--- config.mk ---
export PLATFORM = sky130hd
export DESIGN_NAME = dram_rd_rsp_assembler
export DESIGN_NICKNAME = d
export VERILOG_FILES = /design/src/rtl/dram_rd_rsp_assembler.sv
export SDC_FILE = /design/constraint.sdc
export NUM_CORES = 1
export LEC_CHECK = 0
export BUFFER_PORTS_ARGS = -buffer_cell sky130_fd_sc_hd__buf_2
export CORE_MARGIN = 2
export CORE_UTILIZATION = 40
export DETAILED_ROUTE_END_ITERATION = 12
export SLEW_MARGIN = 25
export SYNTH_ARGS = -nofsm -noshare
export SYNTH_HDL_FRONTEND = slang
export SYNTH_SLANG_ARGS = --single-unit
--- constraint.sdc ---
create_clock -name clk -period 5.15 [get_ports clk]
set_input_delay 0.515 -clock clk [delete_from_list [all_inputs] [get_ports clk]]
set_output_delay 0.515 -clock clk [all_outputs]
set_load 0.05 [all_outputs]
--- src/rtl/dram_rd_rsp_assembler.sv ---
// dram_rd_rsp_assembler: turns the serial DRAM read stream into address-tagged
// DATA_WIDTH-bit words and queues them in a first-word-fall-through response
// FIFO towards L2.
// Optional build macro: RD_TIMEOUT_EN closes a word early after
// TIMEOUT_CYCLES consecutive idle cycles and flags it with l2_rsp_err.
module dram_rd_rsp_assembler #(
  parameter int DATA_WIDTH     = 8,
  parameter int ADDR_WIDTH     = 20,
  parameter int FIFO_DEPTH     = 4,
  parameter int TIMEOUT_CYCLES = 64
) (
  input  logic                          clk,
  input  logic                          rst_b,
  input  logic                          rd_start,
  input  logic [ADDR_WIDTH-1:0]         rd_addr,
  output logic                          rd_ready,
  input  logic                          dram_bit_valid,
  input  logic                          dram_bit,
  input  logic                          flush,
  output logic                          l2_rsp_valid,
  input  logic                          l2_rsp_ready,
  output logic [DATA_WIDTH-1:0]         l2_rsp_data,
  output logic [ADDR_WIDTH-1:0]         l2_rsp_addr,
  output logic                          l2_rsp_err,
  output logic [$clog2(FIFO_DEPTH):0]   rsp_count
);

  localparam int CNT_W = (DATA_WIDTH > 1) ? $clog2(DATA_WIDTH) : 1;
  localparam int PTR_W = $clog2(FIFO_DEPTH);
  localparam int OCC_W = PTR_W + 1;

  typedef enum logic [1:0] {IDLE, SHIFT, PUSH} state_t;

  state_t                  state;
  logic [CNT_W-1:0]        bit_cnt;
  logic [DATA_WIDTH-1:0]   shift_q;
  logic [ADDR_WIDTH-1:0]   addr_q;

`ifdef RD_TIMEOUT_EN
  localparam int GAP_W = $clog2(TIMEOUT_CYCLES + 1);
  logic [GAP_W-1:0]        gap_cnt;
  logic                    err_q;
`endif

  logic [PTR_W-1:0]        wr_ptr;
  logic [PTR_W-1:0]        rd_ptr;
  logic [OCC_W-1:0]        count;
  logic                    empty;
  logic                    full;
  logic                    pop;
  logic                    push;

  logic [DATA_WIDTH-1:0]   mem_data [FIFO_DEPTH];
  logic [ADDR_WIDTH-1:0]   mem_addr [FIFO_DEPTH];
  logic [DATA_WIDTH-1:0]   hold_data;
  logic [ADDR_WIDTH-1:0]   hold_addr;

  assign empty        = (count == '0);
  assign full         = (count == OCC_W'(FIFO_DEPTH));
  assign pop          = !flush && !empty && l2_rsp_ready;
  // A full FIFO still accepts the word when the head leaves in the same cycle.
  assign push         = !flush && (state == PUSH) && (!full || pop);
  assign rd_ready     = (state == IDLE);
  assign l2_rsp_valid = !empty;
  assign rsp_count    = count;
  assign l2_rsp_data  = empty ? hold_data : mem_data[rd_ptr];
  assign l2_rsp_addr  = empty ? hold_addr : mem_addr[rd_ptr];

  // Word assembly FSM: accept a read, collect serial beats, hand the word to the FIFO.
  always_ff @(posedge clk or negedge rst_b) begin
    if (!rst_b) begin
      state   <= IDLE;
      bit_cnt <= '0;
      shift_q <= '0;
      addr_q  <= '0;
`ifdef RD_TIMEOUT_EN
      gap_cnt <= '0;
      err_q   <= 1'b0;
`endif
    end else if (flush) begin
      state   <= IDLE;
      bit_cnt <= '0;
      shift_q <= '0;
`ifdef RD_TIMEOUT_EN
      gap_cnt <= '0;
      err_q   <= 1'b0;
`endif
    end else begin
      unique case (state)
        IDLE: begin
          if (rd_start) begin
            addr_q  <= rd_addr;
            shift_q <= '0;
            bit_cnt <= '0;
`ifdef RD_TIMEOUT_EN
            gap_cnt <= '0;
            err_q   <= 1'b0;
`endif
            state   <= SHIFT;
          end
        end
        SHIFT: begin
          if (dram_bit_valid) begin
            // NOTE: state registers use non-blocking assignments so every
            // branch here sees the pre-edge bit_cnt, matching the hardware.
            shift_q[bit_cnt] <= dram_bit;
`ifdef RD_TIMEOUT_EN
            gap_cnt <= '0;
`endif
            if (bit_cnt == CNT_W'(DATA_WIDTH - 1)) state <= PUSH;
            else bit_cnt <= bit_cnt + 1'b1;
          end
`ifdef RD_TIMEOUT_EN
          else if (gap_cnt == GAP_W'(TIMEOUT_CYCLES - 1)) begin
            // Silence limit reached: close the partial word, missing bits stay 0.
            err_q <= 1'b1;
            state <= PUSH;
          end else begin
            gap_cnt <= gap_cnt + 1'b1;
          end
`endif
        end
        PUSH: begin
          if (push) state <= IDLE;
        end
        default: state <= IDLE;
      endcase
    end
  end

  // FIFO storage write port.
  // NOTE: the storage array is deliberately not reset; the outputs read the
  // hold registers whenever the FIFO is empty, so stale entries are never seen.
  always_ff @(posedge clk) begin
    if (push) begin
      mem_data[wr_ptr] <= shift_q;
      mem_addr[wr_ptr] <= addr_q;
    end
  end

  // FIFO pointers and occupancy; flush empties the queue outright.
  always_ff @(posedge clk or negedge rst_b) begin
    if (!rst_b) begin
      wr_ptr <= '0;
      rd_ptr <= '0;
      count  <= '0;
    end else if (flush) begin
      wr_ptr <= '0;
      rd_ptr <= '0;
      count  <= '0;
    end else begin
      if (push) wr_ptr <= wr_ptr + 1'b1;
      if (pop)  rd_ptr <= rd_ptr + 1'b1;
      unique case ({push, pop})
        2'b10:   count <= count + 1'b1;
        2'b01:   count <= count - 1'b1;
        default: count <= count;
      endcase
    end
  end

  // Remember what was last presented so the data bus holds steady once empty.
  always_ff @(posedge clk or negedge rst_b) begin
    if (!rst_b) begin
      hold_data <= '0;
      hold_addr <= '0;
    end else begin
      hold_data <= l2_rsp_data;
      hold_addr <= l2_rsp_addr;
    end
  end

`ifdef RD_TIMEOUT_EN
  logic mem_err [FIFO_DEPTH];
  logic hold_err;

  assign l2_rsp_err = empty ? hold_err : mem_err[rd_ptr];

  // Error flag storage travels alongside each queued word.
  always_ff @(posedge clk) begin
    if (push) mem_err[wr_ptr] <= err_q;
  end

  // Hold the last presented error flag while empty.
  always_ff @(posedge clk or negedge rst_b) begin
    if (!rst_b) hold_err <= 1'b0;
    else        hold_err <= l2_rsp_err;
  end
`else
  assign l2_rsp_err = 1'b0;
`endif

endmodule

### Yosys cells after proc, flatten, opt, wreduce, memory -nomap -nowiden

Memory sizes are Yosys's and may differ from the RTL's.
Index checks and enable logic that the tools add are counted.

* logic and storage cells: 77
* memories kept: 2
* bits in writable memories: 112
* output and inout port bits: 34
* register bits: 68

* $add $sub $neg: 5
* reduce and logical (&&, ||, !) cells: 19
* bitwise gates (word level): 1
* muxes and demuxes: 28
* order comparisons: 2
* equal/unequal tests: 11

Memories
* mem_addr: depth 4, width 20, read ports 1, clocked after memory_dff 0, write ports 1, RTL line 54 `logic [ADDR_WIDTH-1:0] mem_addr [FIFO_DEPTH];`
* mem_data: depth 4, width 8, read ports 1, clocked after memory_dff 0, write ports 1, RTL line 53 `logic [DATA_WIDTH-1:0] mem_data [FIFO_DEPTH];`

Operator list (count)
* $mux 8: 4
* $mux 20: 1
* $mux 2: 9
* $pmux 8 s2: 1
* $mux 3: 5
* $ne 3x3->1 const B: 4
* $pmux 3 s2: 2
* $bwmux 8: 1
* $reduce_and 4->1: 2
* $add 3x1->3 const B: 2
* $eq 3x3->1 const B: 2
* $pmux 2 s3: 1
* $reduce_and 3->1: 2
* $reduce_bool 3->1: 2
* $logic_and 1x1->1: 5
* $add 2x1->2 const B: 2
* $eq 2x1->1 const B: 2
* $eq 2x2->1 const B: 2
* $lt 3x4->1 const B: 1
* $reduce_bool 2->1: 2
* $demux 1 s3: 1
* $ge 3x1->1 const B: 1
* $logic_not 1->1: 3
* $logic_not 3->1: 1
* other kinds (6): 8

### Longest topological paths before layout

Gate-level depths: netlist of run 1.

* depth after elaboration: 9
* mapped depth: 10

### Worst setup path after synthesis of run 1

Ideal clock, no wire load.

* kind: register -> output
* start: register count[1] (netlist: rsp_count[1])
* end: output l2_rsp_addr[10]
* arrival time: 2.169 ns
* path slack: 2.466 ns
* path buffers: 2
* stages on the path, launching flop included: 7
* required time: 4.635 ns
* path through: dfrtp_1 buf_6 nor3_1 inv_1 clkbuf_1 nand2_1 nand2_1

* cells in the longest elaborated chain, start to end: 2

Ends and longest elaborated chain
* start, declared: RTL line 47 `logic [OCC_W-1:0] count;`
* start signal, assigned: RTL line 155 `2'b10: count <= count + 1'b1;`
* start signal, assigned: RTL line 156 `2'b01: count <= count - 1'b1;`
* start signal, assigned: RTL line 157 `default: count <= count;`
* $logic_not 3->1: RTL line 58 `assign empty = (count == '0);`
* $mux 20: RTL line 67 `assign l2_rsp_addr = empty ? hold_addr : mem_addr[rd_ptr];`
* end, declared: RTL line 23 `output logic [ADDR_WIDTH-1:0] l2_rsp_addr,`

No other way between the ends.

### Final worst setup path of run 1

* start: register count[1] (netlist: rsp_count[1])
* end: output l2_rsp_data[7]

* cells in the longest elaborated chain, start to end: 2

Ends and longest elaborated chain
* $logic_not 3->1: RTL line 58
* $mux 8: RTL line 66 `assign l2_rsp_data = empty ? hold_data : mem_data[rd_ptr];`
* end, declared: RTL line 22 `output logic [DATA_WIDTH-1:0] l2_rsp_data,`

No other way between the ends.

==> results of run 1 <==
## logic make-up (layout without fill, tap and decap cells)
| group | after synthesis | count (layout) |
|---|---|---|
| DFF | 180 | 180 |
| and+or+nand+nor | 124 | 124 |
| muxes | 52 | 52 |
| AOI/OAI and AO/OA | 40 | 40 |
| buffers and inverters | 31 | 105 |
| adders and majority gates | 7 | 7 |
| xor gates and xnor gates | 3 | 3 |
| other | 1 | 1 |
## worst max path at each step
| stage | start | endpoint | slack, ns | cells past startpoint |
|---|---|---|---|---|
| after floorplan | rsp_count[1] | l2_rsp_addr[10] | 2.47 | 6 |
| after global placement | rsp_count[1] | rsp_count[1] | 2.12 | 10 |
| after detailed placement | rsp_count[1] | rsp_count[1] | 2.02 | 10 |
| after CTS | rsp_count[1] | l2_rsp_data[0] | 1.93 | 7 |
| after global routing | rsp_count[1] | rsp_count[2] | 1.73 | 11 |
| final | rsp_count[1] | l2_rsp_data[7] | 1.96 | 7 |
## power by group
| part | switching, mW | leakage [nW] | internal, mW |
|---|---|---|---|
| clock network | 0.528 | 0.292 | 0.806 |
| logic | 0.202 | 1.02 | 0.0771 |
| registers | 0.0553 | 1.89 | 1.64 |
| total | 0.785 | 3.21 | 2.52 |
## metal layers
metal	up-vias	global-route usage [%]	part of all wire [%]
met1	1892	19.26	44
li1	1739	-	-
met2	67	25.95	51
met3	7	4.074	3.6
met5	-	0	0
met4	0	4.983	0.89
## cell type report
type,instances,area share (%)
Clock buffer,17,5.174
Tap cell,225,3.424
Sequential cell,180,61.65
Clock inverter,15,2.268
Timing Repair Buffer,67,4.398
Inverter,6,0.2739
Multi-Input combinational cell,227,22.81
## cell usage after synthesis (all sizes together), types with 2 or more instances
library cell | instances | area share (%)
edfxtp | 112 | 48
nand2 | 90 | 4.8
dfrtp | 68 | 24
mux4 | 28 | 8.9
mux2 | 22 | 3.5
buf | 18 | 1.4
o21ai | 16 | 1.1
clkbuf | 7 | 0.37
nor2 | 7 | 0.37
ha | 6 | 1.1
inv | 6 | 0.32
a21oi | 4 | 0.34
a31oi | 4 | 0.35
and2 | 4 | 0.35
nor3 | 4 | 0.28
a21o | 3 | 0.32
a22o | 3 | 0.37
nand2b | 3 | 0.27
nor3b | 3 | 0.55
o21a | 3 | 0.32
o31ai | 3 | 0.32
xor2 | 3 | 0.37
a211oi | 2 | 0.21
mux2i | 2 | 0.28
nand3b | 2 | 0.21
nor4b | 2 | 0.55
or3 | 2 | 0.18
## stage by stage
stage / setup WS, ns / total power, mW / cells / hold slack, ns / util [%]
finish: 1.959 / 3.304 / 737 / 0.1107 / 47.53
global route: 1.726 / 3.420 / 737 / 0.1632 / 47.53
CTS: 1.930 / 3.334 / 737 / 0.2839 / 47.51
detailed placement: 2.020 / 2.007 / 705 / 0.4514 / 43.97
global placement: 2.124 / 1.995 / 705 / 0.4431 / 43.96
floorplan: 2.466 / 1.910 / 438 / 0.2194 / -
## state kept, by name (all words and copies together) (netlist names)
signal	cells
mem_data	32
hold_data	8
shift_q	8
state	2
hold_addr	20
wr_ptr	2
rd_ptr	2
bit_cnt	3
mem_addr	80
rsp_count	3
addr_q	20
## critical path, stage by stage (launching register included)
cell and delay, ns:
dfrtp_1 0.58, nor3_2 0.09, buf_4 0.26, inv_1 0.49, buf_4 0.33, nand2_1 0.08, nand2_1 0.12, buf_2 0.29
==> results.md, run 1 <==
* First-iteration detailed-routing DRC count at about 140
* Most frequent cells in the layout: edfxtp_1, nand2_1, dfrtp_1
* Dominant synthesized flop cell: edfxtp_1
* Total gr overflow at 0
* Vias in the first global route at ~3,900
* Clock Path Buffers at 2
* Fmax at around 0.31 GHz
* Leak at 3.206 nW
* Core area at 0.01730 sq mm
* Clock sink total at 180
* Compound-Gate Fraction of Synth Area at around 3.6%
* Critical R2R Launch: rsp_count[1]
* H-tree depth at 4
* Std cell rows at 48
* Status: completed
* Synth warnings at 0
* Clock transition at path regs at roughly 0.070 ns
* Main combinational cell family by area after synthesis: multiplexers
* Pwr per Cell Area at 401.9 mW/mm^2
* Diode count at 0
* Flop and latch count out of synthesis at between 150 and 200
* Number of buffers created by CTS at 17
* Synth Area in Simple Gates at 8.255%
* Register area at just over 0.005 sq mm
* R2R depth at 10
* Minimum clock period at between 3 and 4 ns
* Routed vias/inst at 5.027
* Async set-reset flop share out of synthesis at ~38%
* Actual slew at the worst max-slew pin at between 0.6 and 0.7 ns
* Crit Path Category: register to output port
* # hold bufs at CTS at 0
* Detail Route Antenna Nets at 0
* Setup TNS at 0 ns
* Commonest non-fill, non-tap cell in the layout: edfxtp_1
* CP startpoint kind: register
* Total Nets Final at 533
* Worst skew pair latency at approximately 0.42 ns
* Setup Skew at approximately 0.011 ns
* IO Port Bufs at 59
* Vert. Die Dim at ~140 um
* Detailed Place HPWL at approximately 7700 um
* Initial antenna violation count at 0
* CTS tree: built
* Post-synthesis xor/xnor area fraction at less than 1%
* Sequential fraction of the synthesis area at 71.56%
* Cell area after layout at around 0.008 sq mm
* Post-synth EDFFs at between 100 and 150
* IO Pins at 61
* Post-Syn Area at roughly 0.0071 sq mm
* Peak VDD IR at 0.0002184 V
* Die width at 137.0 um
* Routed WL at between 10,000 and 15,000 um
* Global-route wire length before repair at roughly 21,000 um
* MaxCap Viol Count at 0
* Slew headroom at approximately 55%
* Post-cts sizing count at 0
* Via count at 3,705
* Routed length per instance at approximately 18 um
* RR Endpoint: rsp_count[1]
* CP Capture Type: output port
* Placed Area at approximately 0.0076 sq mm
* DRC at 0
* Final Hold Fails at 0
* Initial Utilization at 40.92%
* Die Area at approximately 0.019 sq mm
* Final max-slew violation count at 0
* Drt first pass iters at 4
* Setup bufs post-CTS at 0
* Gr usage total at 15.35%
* Area of the multi-input gates at ~0.0019 sq mm
* Worst Path Arrival at roughly 2.7 ns
* Pin count of the biggest net entering global routing at 69
* Placer Congestion at around 0.72
* Distinct cells, synth at between 40 and 50
* Synth Area per Inst at ~16 sq um
* Tcrit/Tclk final at roughly three fifths
* Setup-failing EPs final at 0
* Fill cell count at between 1,500 and 2,000
* Syn nets at between 400 and 500
* Share of cells above drive strength 1 at between 20% and 30%
* Unrepaired setup endpoints after global routing: false
* R2R Setup Slk at about 2.0 ns
* Worst EP required at between 4 and 5 ns
* Synthesized-area fraction occupied by adder cells at between 1 and 1.5%
* Synth-to-Final Area Change at 16.16%
* CTS Root Cell: clkbuf_16
* Cells after Synth at ~440
* Min-Delay Path Class: input port to async pin
* Crit-path max FO at 30
* Multiplexer share of the synthesized area at 12.69%
Power figures use the tool's default switching activity.
==> run 2: changes to the inputs <==
==> constraint.sdc (replaced) <==
create_clock -name clk -period 2.9 [get_ports clk]
set_input_delay 0.29 -clock clk [delete_from_list [all_inputs] [get_ports clk]]
set_output_delay 0.29 -clock clk [all_outputs]
set_load 0.05 [all_outputs]
==> run 2 against run 1 <==
The run now ends with negative hold slack left. Final area rose by 0.84%. Count of clock-buffer cells in the layout did not move. Final cell count rose by 0.41%. Sequential share of layout area fell by 0.54 points. Worst hold slack got worse by 0.14 ns. Critical path type unchanged. Worst setup slack got worse by 1.5 ns. Power rose by 79%.
==> results.md, run 2 (synthesized netlist as in run 1, its figures left out) <==
* Worst EP required at 2.61 ns (was 4.64 ns)
* Placer Congestion at 0.7309 (was 0.7150)
* Crit Path Category: register to output port (unchanged)
* Drt first pass iters at 4 (unchanged)
* Pin count of the biggest net entering global routing at 69 (unchanged)
* Hold slack at -0.02625 ns (was 0.1107 ns)
* Die width at 137.0 um (unchanged)
* Gr usage total at 15.72% (was 15.35%)
* R2R depth at 7 (was 10)
* Power Internal at 4.492 mW (was 2.519 mW)
* Net Sw Power at 1.428 mW (was 0.7853 mW)
* Commonest non-fill, non-tap cell in the layout: edfxtp_1 (unchanged)
* Worst stage delay on the critical path at 0.55 ns (was 0.58 ns)
* Setup TNS at 0 ns (unchanged)
* Setup Skew at 0.007595 ns (was 0.01083 ns)
* Unrepaired setup endpoints after global routing: false (unchanged)
* Most used cell, CP: nand2_1
* CTS Root Cell: clkbuf_16 (unchanged)
* Total Nets Final at 536 (was 533)
* Sequential power share at 50.8% (was 51.2%)
* IO Port Bufs at 59 (unchanged)
* Worst skew pair latency at 0.43 ns (was 0.42 ns)
* Number of buffers created by CTS at 17 (unchanged)
* Clock transition at path regs at 0.06 ns (was 0.07 ns)
* CP startpoint kind: register (unchanged)
* Vias in the first global route at 4,164 (was 3,888)
* Clock Path Buffers at 2 (unchanged)
* Critical Path Sink: l2_rsp_data[6] (was l2_rsp_data[7])
* Status: finished with violations (was completed)
* Tcrit/Tclk final at between 80% and 90%
* Largest regs: mem_addr: 80 flops, mem_data: 32 flops (unchanged)
* Peak VDD IR at 0.0004321 V (was 0.0002184 V)
* Critical R2R Launch: state[1] (was rsp_count[1])
* Routed WL at 12,860 um (was 13,160 um)
* Initial Utilization at 40.92% (unchanged)
* Clk pwr share at 40.9% (was 40.4%)
* # hold bufs at CTS at 0 (unchanged)
* Post-cts sizing count at 0 (unchanged)
* Fmax at 0.4147 GHz
* DRC at 0 (unchanged)
* Routed length per instance at 17.37 um (was 17.85 um)
* Diode count at 0 (unchanged)
* Pwr per Cell Area at 714.0 mW/mm^2 (was 401.9 mW/mm^2)
* First-iteration detailed-routing DRC count at 200 (was 144)
* Min-Delay Path Class: input port to async pin (unchanged)
* Setup-failing EPs final at 0 (unchanged)
* Synth-to-Final Area Change at 17.13% (was 16.16%)
* Clock sink total at 180 (unchanged)
* Largest register by flop count: mem_addr (unchanged)
* Slew headroom at 40.10% (was 55.34%)
* Detailed Place HPWL at 7999 um (was 7699 um)
* Actual slew at the worst max-slew pin at 0.8985 ns (was 0.6700 ns)
* Worst-path cell chain: buf_4 -> mux4_2 -> nand2_1 -> nand2_1 -> buf_2 (was nor3_2 -> buf_4 -> inv_1 -> buf_4 -> nand2_1 -> nand2_1 -> buf_2)
* Total gr overflow at 0 (unchanged)
* Routed vias/inst at 5.032 (was 5.027)
* Core area at 0.01730 sq mm (unchanged)
* Crit-path max FO at 19 (was 30)
* Vert. Die Dim at 137.0 um (unchanged)
* Final Hold Fails at 21 (was 0)
* H-tree depth at 4 (unchanged)
* Fill cell count at 1,486 (was 1,505)
* Share of cells above drive strength 1 at 30.49% (was 29.88%)
* Worst Path Arrival at 2.12 ns (was 2.68 ns)
* MaxCap Viol Count at 0 (unchanged)
* Die Area at 0.01877 sq mm (unchanged)
* Setup bufs post-CTS at 0 (unchanged)
* Leak at 3.216 nW (was 3.206 nW)
* Via count at 3,724 (was 3,705)
* IO Pins at 61 (unchanged)
* R2R Setup Slk at 0.65 ns (was 1.97 ns)
* RR Endpoint: rsp_count[2] (was rsp_count[1])
* CTS tree: built (unchanged)
* Global-route wire length before repair at 21,820 um (was 21,050 um)
* Failing checks: negative hold slack
* Final max-slew violation count at 0 (unchanged)
* Minimum clock period at between 2 and 2.5 ns
* Detail Route Antenna Nets at 0 (unchanged)
* Gate power share at 8.3% (was 8.4%)
* CP max-delay cell: mux4_2 (was dfrtp_1)
* CP Capture Type: output port (unchanged)
* Crit path from: rd_ptr[0] (was rsp_count[1])
* Largest register FFs at 80 (unchanged)
* Switching Share at 24.12% (was 23.76%)
* Std cell rows at 48 (unchanged)
* Initial antenna violation count at 0 (unchanged)
* Most frequent cells in the layout: edfxtp_1, nand2_1, dfrtp_1 (unchanged)
==> run 2: changes by cell type in the layout (fill, tap and decap cells not counted), sizes merged <==
cell      before  now
clkinvlp       3    4
clkinv         7    3
buf           67   70
inv            7   10
==> run 2: layer usage <==
metal	GRT usage (%)	vias to the layer above	routed length (um)
met5	0	-	0
li1	-	1743	-
met1	19.48	1909	5737
met2	26.42	56	6522
met4	5.842	0	184
met3	4.259	16	413
==> run 2: worst max-delay path, delay by kind of cell (launching register included) <==
family	cells	cell delay, ns
multiplexers	1	0.55
flip-flops	1	0.35
AND/OR/NAND/NOR	2	0.22
buffers and inverters	2	0.57
==> run 2: worst min path at each step <==
| stage | startpoint | endpoint | slack [ns] |
|---|---|---|---|
| 2_1_floorplan | rst_b | addr_q[0] | -0.006 |
| 3_3_place_gp | hold_addr[13] | hold_addr[13] | 0.44 |
| 3_5_place_dp | hold_addr[10] | hold_addr[10] | 0.45 |
| 4_1_cts | rst_b | shift_q[7] | 0.02 |
| 5_1_grt | rst_b | hold_addr[6] | 0.07 |
| 6_report | rst_b | rsp_count[2] | -0.03 |
==> run 2: final cells by class <==
class	count	area, sq um	area share, %
Clock inverter	15	201.4	2.430
Sequential cell	180	5066	61.11
Timing Repair Buffer	70	417.9	5.041
Multi-Input combinational cell	227	1876	22.62
Tap cell	225	281.5	3.396
Inverter	6	22.52	0.2717
Clock buffer	17	425.4	5.131
==> run 2: power groups by stage <==
stage / sequential (mW) / combinational, mW / clock (mW)
floorplan: 3.02 / 0.375 / 0
global placement: 3.05 / 0.488 / 0
detailed placement: 3.07 / 0.498 / 0
CTS: 3.01 / 0.499 / 2.48
global route: 3.03 / 0.532 / 2.59
finish: 3.01 / 0.492 / 2.42
==> run 2: stage by stage <==
stage | instances | utilization (%) | setup slack (ns) | area [sq um] | total power [mW]
after floorplan | 438 | - | 0.4410 | 7078 | 3.392
after global placement | 708 | 44.31 | 0.7882 | 7664 | 3.543
after detailed placement | 708 | 44.31 | 0.6931 | 7664 | 3.565
after CTS | 740 | 47.93 | 0.4211 | 8290 | 5.992
after global routing | 740 | 47.93 | 0.3221 | 8290 | 6.157
final | 740 | 47.93 | 0.4889 | 8290 | 5.920
